[config.mk]
export PLATFORM = sky130hd
export DESIGN_NAME = stream_zero_counter
export DESIGN_NICKNAME = d
export VERILOG_FILES = /design/src/rtl/stream_zero_counter_pkg.sv /design/src/rtl/word_zero_count.sv /design/src/rtl/stream_zero_counter.sv
export SDC_FILE = /design/constraint.sdc
export NUM_CORES = 1
export LEC_CHECK = 0
export BUFFER_PORTS_ARGS = -buffer_cell sky130_fd_sc_hd__buf_2
export CAP_MARGIN = 0
export CELL_PAD_IN_SITES_DETAIL_PLACEMENT = 1
export CELL_PAD_IN_SITES_GLOBAL_PLACEMENT = 1
export CORE_MARGIN = 2
export CORE_UTILIZATION = 34
export CTS_CLUSTER_SIZE = 14
export DETAILED_ROUTE_END_ITERATION = 8
export PLACE_DENSITY_LB_ADDON = 0.1
export RECOVER_POWER = 25
export SLEW_MARGIN = 20
export SYNTH_ARGS = -nofsm -noshare
export SYNTH_HDL_FRONTEND = slang
export SYNTH_SLANG_ARGS = --single-unit
[constraint.sdc]
create_clock -name clk -period 2.61 [get_ports clk]
set_input_delay 0 -clock clk [delete_from_list [all_inputs] [get_ports clk]]
set_output_delay 0 -clock clk [all_outputs]
set_load 0.01 [all_outputs]
[src/rtl/stream_zero_counter_pkg.sv]
`default_nettype none
// ============================================================================
// Module      : stream_zero_counter_pkg
// Description : Shared types and width helper for the stream zero counter.
// Revision    : 1.0 - initial release
// ============================================================================
package stream_zero_counter_pkg;

  // Counting direction, latched from the first beat of each packet.
  typedef enum logic {
    ZC_CTZ = 1'b0,
    ZC_CLZ = 1'b1
  } zc_mode_e;

  // Packet-level control states.
  typedef enum logic [1:0] {
    ST_IDLE  = 2'd0,
    ST_ACCUM = 2'd1,
    ST_HOLD  = 2'd2
  } zc_state_e;

  // Result width: must hold DATA_WIDTH*MAX_BEATS (an all-zero packet).
  function automatic int zc_count_width(input int data_width, input int max_beats);
    return $clog2(data_width * max_beats) + 1;
  endfunction

endpackage
`default_nettype wire

[src/rtl/word_zero_count.sv]
`default_nettype none
// ============================================================================
// Module      : word_zero_count
// Description : Combinational trailing/leading zero count for one data word.
//               An all-zero word reports DATA_WIDTH for both counts.
// Revision    : 1.0 - initial release
// ============================================================================
module word_zero_count #(
  parameter int DATA_WIDTH = 32,
  localparam int ZW = $clog2(DATA_WIDTH + 1)
) (
  input  logic [DATA_WIDTH-1:0] din,
  output logic [ZW-1:0]         ctz,
  output logic [ZW-1:0]         clz,
  output logic                  is_zero
);

  // Priority scans: the last matching bit in each loop wins.
  always_comb begin
    ctz     = ZW'(DATA_WIDTH);
    clz     = ZW'(DATA_WIDTH);
    is_zero = (din == '0);
    // Scan downward so the lowest set bit is the final assignment.
    for (int i = DATA_WIDTH - 1; i >= 0; i--) begin
      if (din[i]) begin
        ctz = ZW'(i);
      end
    end
    // Scan upward so the highest set bit is the final assignment.
    for (int i = 0; i < DATA_WIDTH; i++) begin
      if (din[i]) begin
        clz = ZW'(DATA_WIDTH - 1 - i);
      end
    end
  end

endmodule
`default_nettype wire

[src/rtl/stream_zero_counter.sv]
`default_nettype none
// ============================================================================
// Module      : stream_zero_counter
// Description : Counts trailing or leading zeros across a multi-beat packet
//               (LSB-first word order) and presents one result per packet.
// Revision    : 1.0 - initial release
// ============================================================================
module stream_zero_counter
  import stream_zero_counter_pkg::*;
#(
  parameter int DATA_WIDTH = 32,
  parameter int MAX_BEATS  = 8,
  localparam int CW = zc_count_width(DATA_WIDTH, MAX_BEATS)
) (
  input  logic                  clk,
  input  logic                  reset,
  input  logic [DATA_WIDTH-1:0] din,
  input  logic                  din_valid,
  input  logic                  din_last,
  input  logic                  din_mode,
  output logic                  din_ready,
  output logic [CW-1:0]         dout,
  output logic                  dout_valid,
  input  logic                  dout_ready,
  output logic                  dout_all_zero,
  output logic                  dout_overflow
);

  localparam int ZW = $clog2(DATA_WIDTH + 1);
  localparam int BW = $clog2(MAX_BEATS + 1);

  zc_state_e       state_q,    state_d;
  zc_mode_e        mode_q,     mode_d;
  logic [CW-1:0]   acc_q,      acc_d;
  logic [BW-1:0]   beats_q,    beats_d;
  logic            found_q,    found_d;
  logic            overflow_q, overflow_d;

  logic [ZW-1:0]   w_ctz;
  logic [ZW-1:0]   w_clz;
  logic            w_is_zero;

  // Per-packet starting point: a first beat in IDLE starts from a clean slate.
  zc_mode_e        mode_cur;
  logic [CW-1:0]   acc_base;
  logic [BW-1:0]   beats_base;
  logic            found_base;
  logic            ovf_base;
  logic            beat_acc;

  word_zero_count #(
    .DATA_WIDTH (DATA_WIDTH)
  ) u_word_zero_count (
    .din     (din),
    .ctz     (w_ctz),
    .clz     (w_clz),
    .is_zero (w_is_zero)
  );

  assign din_ready     = (state_q != ST_HOLD);
  assign dout_valid    = (state_q == ST_HOLD);
  assign dout          = acc_q;
  assign dout_all_zero = dout_valid & ~found_q;
  assign dout_overflow = dout_valid & overflow_q;
  assign beat_acc      = din_valid & din_ready;

  // Select the accumulation base: fresh values on a packet's first beat.
  always_comb begin
    mode_cur   = mode_q;
    acc_base   = acc_q;
    beats_base = beats_q;
    found_base = found_q;
    ovf_base   = overflow_q;
    if (state_q == ST_IDLE) begin
      mode_cur   = zc_mode_e'(din_mode);
      acc_base   = '0;
      beats_base = '0;
      found_base = 1'b0;
      ovf_base   = 1'b0;
    end
  end

  // Next-state and accumulator update for each accepted beat.
  always_comb begin
    state_d    = state_q;
    mode_d     = mode_q;
    acc_d      = acc_q;
    beats_d    = beats_q;
    found_d    = found_q;
    overflow_d = overflow_q;
    case (state_q)
      ST_IDLE, ST_ACCUM: begin
        if (beat_acc) begin
          mode_d     = mode_cur;
          acc_d      = acc_base;
          beats_d    = beats_base;
          found_d    = found_base;
          overflow_d = ovf_base;
          if (beats_base < BW'(MAX_BEATS)) begin
            beats_d = beats_base + BW'(1);
            if (mode_cur == ZC_CTZ) begin
              // Trailing zeros stop growing once the first set bit is seen.
              if (!found_base) begin
                acc_d   = acc_base + (w_is_zero ? CW'(DATA_WIDTH) : CW'(w_ctz));
                found_d = ~w_is_zero;
              end
            end else begin
              // Leading zeros restart at every nonzero word (higher words win).
              if (!w_is_zero) begin
                acc_d   = CW'(w_clz);
                found_d = 1'b1;
              end else begin
                acc_d   = acc_base + CW'(DATA_WIDTH);
              end
            end
          end else begin
            // Beats beyond MAX_BEATS are consumed but not counted.
            overflow_d = 1'b1;
          end
          state_d = din_last ? ST_HOLD : ST_ACCUM;
        end
      end
      ST_HOLD: begin
        if (dout_ready) begin
          state_d = ST_IDLE;
        end
      end
      default: begin
        state_d = ST_IDLE;
      end
    endcase
  end

  // State and datapath registers with synchronous reset.
  always_ff @(posedge clk) begin
    if (reset) begin
      state_q    <= ST_IDLE;
      mode_q     <= ZC_CTZ;
      acc_q      <= '0;
      beats_q    <= '0;
      found_q    <= 1'b0;
      overflow_q <= 1'b0;
    end else begin
      state_q    <= state_d;
      mode_q     <= mode_d;
      acc_q      <= acc_d;
      beats_q    <= beats_d;
      found_q    <= found_d;
      overflow_q <= overflow_d;
    end
  end

endmodule
`default_nettype wire

# == Yosys cells after proc, flatten, opt, wreduce, memory -nomap -nowiden ==
# Index checks and enable logic that the tools add are counted.
# totals
ff_bits,18
inputBits,38
output_inout_bits,13
elab_cells,111
# classes
add_sub_neg,3
order_cmp,1
n_eq_ne,6
muxes,84
n_bitwise,5
reduce_logical,6
# op_table
operator,count
two-way mux 6 bit,65
two-way mux 9 bit,5
zero test 32 bit,1
adder 9 x 6 -> 9 bit,1
adder 9 x 6 -> 9 bit (second input constant),1
two-way mux 1 bit,8
two-way mux 4 bit,2
two-way mux 2 bit,3
!= test 2 bit (second input constant),3
adder 4 x 1 -> 4 bit (second input constant),1
less-than comparator 4 bit (second input constant),1
case mux 2 bit (2 select lines),1
AND reduction 2 bit,2
bitwise AND 1 bit,3
AND reduction 3 bit,1
equality test 2 x 1 -> 1 bit (second input constant),1
equality test 2 bit (second input constant),1
zero test 2 bit,1
!= test 2 x 1 -> 1 bit (second input constant),1
inverter 1 bit,2
OR reduction 2 bit,1

# == Depth between registers and ports, before layout ==
# logic_depth
depth_word,37
ltp_mapped,14
mapped_depth_nobuf,14

# == Hierarchy ==
# A second synthesis with hierarchy kept.
# hier_totals
cells_unflattened,296
hier_area_um2,2087.0
# modules_own_cells
mod,n_inst,cells_each,area_per_inst_um2,seq_area_each_um2
stream_zero_counter,1,186,1451.4,360.3
word_zero_count,1,110,635.6,0.0

# == Worst setup path after synthesis ==
# OpenSTA, ideal clock, no wires.
# synth_path
kind,register to register
startpoint,register state_q[0]
endpoint,register acc_q[8] (netlist: dout[8])
setup_time_ps,73
arrival_time_ps,2738
required_time_ps,2537
path_slack_ps,-201
stages_incl_launch_ff,13
path_buffers,2
synth_period_minus_slack_ps,2811
cell_sequence,dfxtp_1 > or2_1 > buf_6 > clkbuf_1 > and2_1 > ha_1 > fa_1 > a211oi_1 > o21a_1 > nor4_2 > xnor2_1 > o311a_1 > nor3_2
# synth_between
elab_chain_cells,6
elab_cells_between_ends,17
classes_between,add/sub (2); order compare (1); eq/ne (2); mux (8); bitwise (1); reduce/logical (3)
# synth_lines
item,line,rtl
from (decl),stream_zero_counter.sv:32,"zc_state_e state_q, state_d;"
from (signal assigned),stream_zero_counter.sv:144,state_q <= state_d;
zero test 2 bit,"stream_zero_counter.sv:74, stream_zero_counter.sv:91",
two-way mux 9 bit,stream_zero_counter.sv:74,if (state_q == ST_IDLE) begin
"adder 9 x 6 -> 9 bit, on equally long branches","stream_zero_counter.sv:104, stream_zero_counter.sv:113",
"two-way mux 9 bit, on equally long branches","stream_zero_counter.sv:103, stream_zero_counter.sv:109",
two-way mux 9 bit,stream_zero_counter.sv:101,if (mode_cur == ZC_CTZ) begin
two-way mux 9 bit,stream_zero_counter.sv:99,if (beats_base < BW'(MAX_BEATS)) begin
to (signal assigned),stream_zero_counter.sv:139,acc_q <= '0;
to (signal assigned),stream_zero_counter.sv:146,acc_q <= acc_d;
to (decl),stream_zero_counter.sv:34,"logic [CW-1:0] acc_q, acc_d;"
# Several ways; a longest one is shown, not always the timed one.
# A chain may end at the register's enable or synchronous reset.

# == Worst setup path in the final report ==
# layout_path
startpoint,input port din[31]
endpoint,register acc_q[8] (netlist: dout[8])
# layout_between
elab_chain_cells,37
elab_cells_between_ends,39
classes_between,add/sub (1); mux (37); reduce/logical (1)
# layout_lines
item,line,rtl
from (decl),stream_zero_counter.sv:17,"input logic [DATA_WIDTH-1:0] din,"
two-way mux 6 bit (32 in a row),word_zero_count.sv:25,if (din[i]) begin
two-way mux 6 bit,stream_zero_counter.sv:104,acc_d = acc_base + (w_is_zero ? CW'(DATA_WIDTH) : CW'(w_ctz));
adder 9 x 6 -> 9 bit,stream_zero_counter.sv:104,
two-way mux 9 bit,stream_zero_counter.sv:103,if (!found_base) begin
two-way mux 9 bit *,stream_zero_counter.sv:101,
two-way mux 9 bit *,stream_zero_counter.sv:99,
# Mark *: on every way between the ends. The rest lies on a longest branch, timed or not.

==> summary.txt <==
Clocking
  – CTS tree: done
  – Clk slew on worst S/H paths: 0.07 ns
  – H-tree levels: 1
  – Clock root buffer: clkbuf_8
  – Clock tree buffer depth: 2
  – Clock sink total: 18
  – Clock Latency Late Sink: 0.26 ns
  – CTS Buf Count: 3

Drt
  – Drt first-iter violations: 72
  – Via/cell ratio: 5.409
  – Via count: 2488
  – Final WL: 7.172 mm
  – DRC viols: 0
  – Initial DRT Pass Iterations: 4
  – Drt wl/cell: 15.59 um
  – Post-DRT Antenna Nets: 0

Yosys
  – Post-synth EDFFs: 0
  – Ys Warns: 0
  – Synth Net Count: 322
  – Post-synthesis register bit count: 18
  – Unique masters post-synth: 55
  – Largest family of logic cells by synthesized area: simple AND/OR/NAND/NOR gates
  – Cell area after synthesis: 1993 sq um
  – Ys flop type: dfxtp_1
  – Post-Syn Instances: 275
  – Adder-Cell Fraction of Synth Area: 6.026%
  – Sequential fraction of the synthesis area: 18.08%
  – Synth Area in Compound Gates: 31.45%
  – Async set or reset register ratio after synthesis: 0%
  – Xor-xnor portion of the synthesized cell area: 3.076%
  – Simple-gate share of the synthesized area: 36.03%
  – Mux cell area share after synthesis: 0.5022%
  – Avg Cell Area, Syn: 7.248 sq um

Worst setup path
  – Worst EP required: 2.80 ns
  – Critical Path Start Type: primary input
  – Worst r2r src: state_q[1]
  – Worst Reg-to-Reg Cells: 10
  – Cells along the critical path: buf_12, nor2_4, o31ai_2, a21boi_1, o311ai_1, a31oi_1, nor4_1, buf_4, fa_2, a211oi_2, o21a_1, nor4_2, xnor2_1, o311a_1, nor3_2
  – Worst R2R End: dout[8]
  – Crit path largest cell delay: 0.34 ns
  – Worst path buffer plus inverter count: 2
  – CP max-delay cell: o311ai_1
  – Worst EP arrival: 2.76 ns
  – Crit Path Category: in2reg
  – CP endpoint kind: flop
  – Family with the most delay on the worst path: compound AO/OA/AOI/OAI gates
  – CP Max Fanout: 3
  – R2R setup slack: 0.05 ns

Cells and area
  – Layout area overhead: 48.02%
  – Final core utilization: 52.93%
  – Finished Cell Area: 2950 sq um
  – Ant diodes: 0
  – Final std cells w/o fill: 460
  – Share of layout cells above drive strength 1: 37.37%
  – # fillers: 760
  – Final #Nets: 436

Power and ir drop
  – VDD IR-drop max: 167.6 uV
  – Cell Pwr Density: 303.9 nW/um^2
  – Lkg Pwr: 1.269 nW

Place
  – I/O Buffers: 50
  – GPL Wtd Cong: 0.8418
  – Dpl cell area: 2785 sq um
  – Hpwl dp: 5.764 mm
  – Post-placement cell count: 452

Floorplan
  – Die extent in x: 80.57 um
  – Total die area: 6491 sq um
  – I/O pin count: 51
  – Core area: 5574 sq um
  – Die height: 80.57 um
  – # rows: 27
  – Initial Util: 35.76%

Timing
  – Crit path time final: 2.576 ns
  – Slew headroom: 59.92%
  – Fin crit share: 98.70%
  – # setup viols final: 0
  – Final Hold Fails: 0
  – Max Clk Rate: 388.2 MHz
  – Worst Max-Slew Pin Slew: 0.6012 ns
  – Setup Skew: 0.001435 ns
  – RSZ-0062 raised after global routing: yes
  – Count of final max-slew check failures: 0

Global route
  – Initial antenna violation count: 0
  – Vias in the first global route: 2494
  – Total GRT Usage: 22.55%
  – Pin count of the biggest net entering global routing: 19
  – First-pass GRT wire length: 11.67 mm
  – Grt ovf: 0

Worst hold path
  – Min-Delay Startpoint: dout_ready
  – Hold crit path type: in2reg
  – Hold endpoint: state_q[1]
  – Cells on Worst Hold Path: 3

Job
  – Max_cap viols: 0

Run status
  – Outcome: finished clean
metal layers:
| metal | wire length (um) | track usage (%) | up-vias |
|---|---|---|---|
| met5 | 0 | 0 | - |
| met4 | 0 | 1.695 | 0 |
| met3 | 279 | 3.483 | 0 |
| met2 | 3427 | 37.00 | 47 |
| met1 | 3466 | 32.30 | 1184 |
| li1 | - | - | 1257 |
power breakdown:
part / internal, W / total (W) / switching, W / leakage [nW]
clock network: 0.000134 / 0.000235 / 0.000101 / 0.0288
logic: 0.000162 / 0.000349 / 0.000188 / 1.09
registers: 0.000291 / 0.000312 / 0.0000204 / 0.148
total: 0.000587 / 0.000896 / 0.000309 / 1.27
layout make-up:
type / count / area (sq um) / area share (%)
clock buffers: 4 / 55.05 / 1.866
well taps: 72 / 90.09 / 3.053
inverters: 10 / 37.54 / 1.272
flip-flops and latches: 18 / 361.6 / 12.26
repair buffers: 118 / 788.3 / 26.72
multi-input cells: 238 / 1618 / 54.83
synth_stat cells (3+ instances only):
cell type	number	share of area [%]
nor3_1	6	1.5
o21bai_1	3	1.1
nand2_1	28	5.3
o21ai_0	15	3.8
nor2_1	40	7.5
xnor2_1	6	2.6
inv_1	10	1.9
nor4_4	5	5.3
a2111oi_0	3	1.3
a21oi_1	28	7.0
buf_6	3	1.7
nor2b_1	5	1.6
o31ai_1	5	1.9
o21a_1	4	1.5
dfxtp_1	18	18
a211oi_1	8	3.0
nor4_1	8	2.5
nand3_1	5	1.3
o221ai_1	3	1.3
ha_1	8	5.0
and2_1	10	3.1
clkbuf_1	4	0.75
a311oi_1	4	1.8
nand2b_1	3	0.94
a31oi_1	6	1.9
layout by cell type, fill, tap and decap left out, types with 4 or more instances in the layout:
cell,instances
clkbuf_8,4
a211oi_1,7
a31oi_1,6
nor4_1,8
nand3_1,5
inv_1,9
dfxtp_1,17
nor3_1,6
nor2b_1,5
o21ai_0,14
and2_1,9
ha_1,6
o21a_1,4
nand2_1,28
nor2_1,39
buf_4,67
clkbuf_1,7
a21oi_1,26
a311oi_1,4
xnor2_1,6
o31ai_1,4
buf_2,39
nor4_4,5
tightest hold or removal path, cell delays in order:
cell and delay (ns):
buf_2 0.08, o22a_1 0.13, nor2_1 0.03
registers in the layout, summed over array words and instances, names as in the netlist:
register / flops
beats_q: 4
state_q: 2
dout: 9
found_q: 1
overflow_q: 1
mode_q: 1
worst max-delay path by stage:
stage,from,endpoint,slack (ns),depth (start not counted)
after floorplan,state_q[1],dout[8],-0.007,12
after global routing,din[31],dout[8],-0.12,15
after CTS,din[30],dout[8],0.01,16
final,din[31],dout[8],0.03,15
after detailed placement,din[11],dout[8],-0.25,14
after global placement,din[30],dout[6],-0.20,16
metrics by stage:
stage	hold slack, ns	total power, W	worst slack [ns]	setup TNS [ns]
floorplan	0.09661	0.0004718	-0.007455	-0.007455
global placement	0.2197	0.0006404	-0.2032	-0.5778
detailed placement	0.2289	0.0006497	-0.2506	-0.6982
CTS	0.007908	0.0008860	0.01431	0
global route	0.01485	0.0009465	-0.1219	-0.1891
finish	0.007957	0.0008965	0.03382	0
repair_timing:
action	in CTS	in global routing
endpoints found under the hold margin	1	0
pin swaps	1	19
setup endpoints to repair	1	4
buffers inserted	0	3
hold buffers	1	0
gates resized for setup	1	23
kinds of logic after synthesis:
kind of cell,after synthesis
AO/OA/AOI/OAI,95
flip-flops,18
AND/OR/NAND/NOR,126
adder cells (fa/ha/maj),9
buffers and inverters,19
XOR/XNOR,7
multiplexers,1
Note: power is estimated with default switching activity, not from simulation.
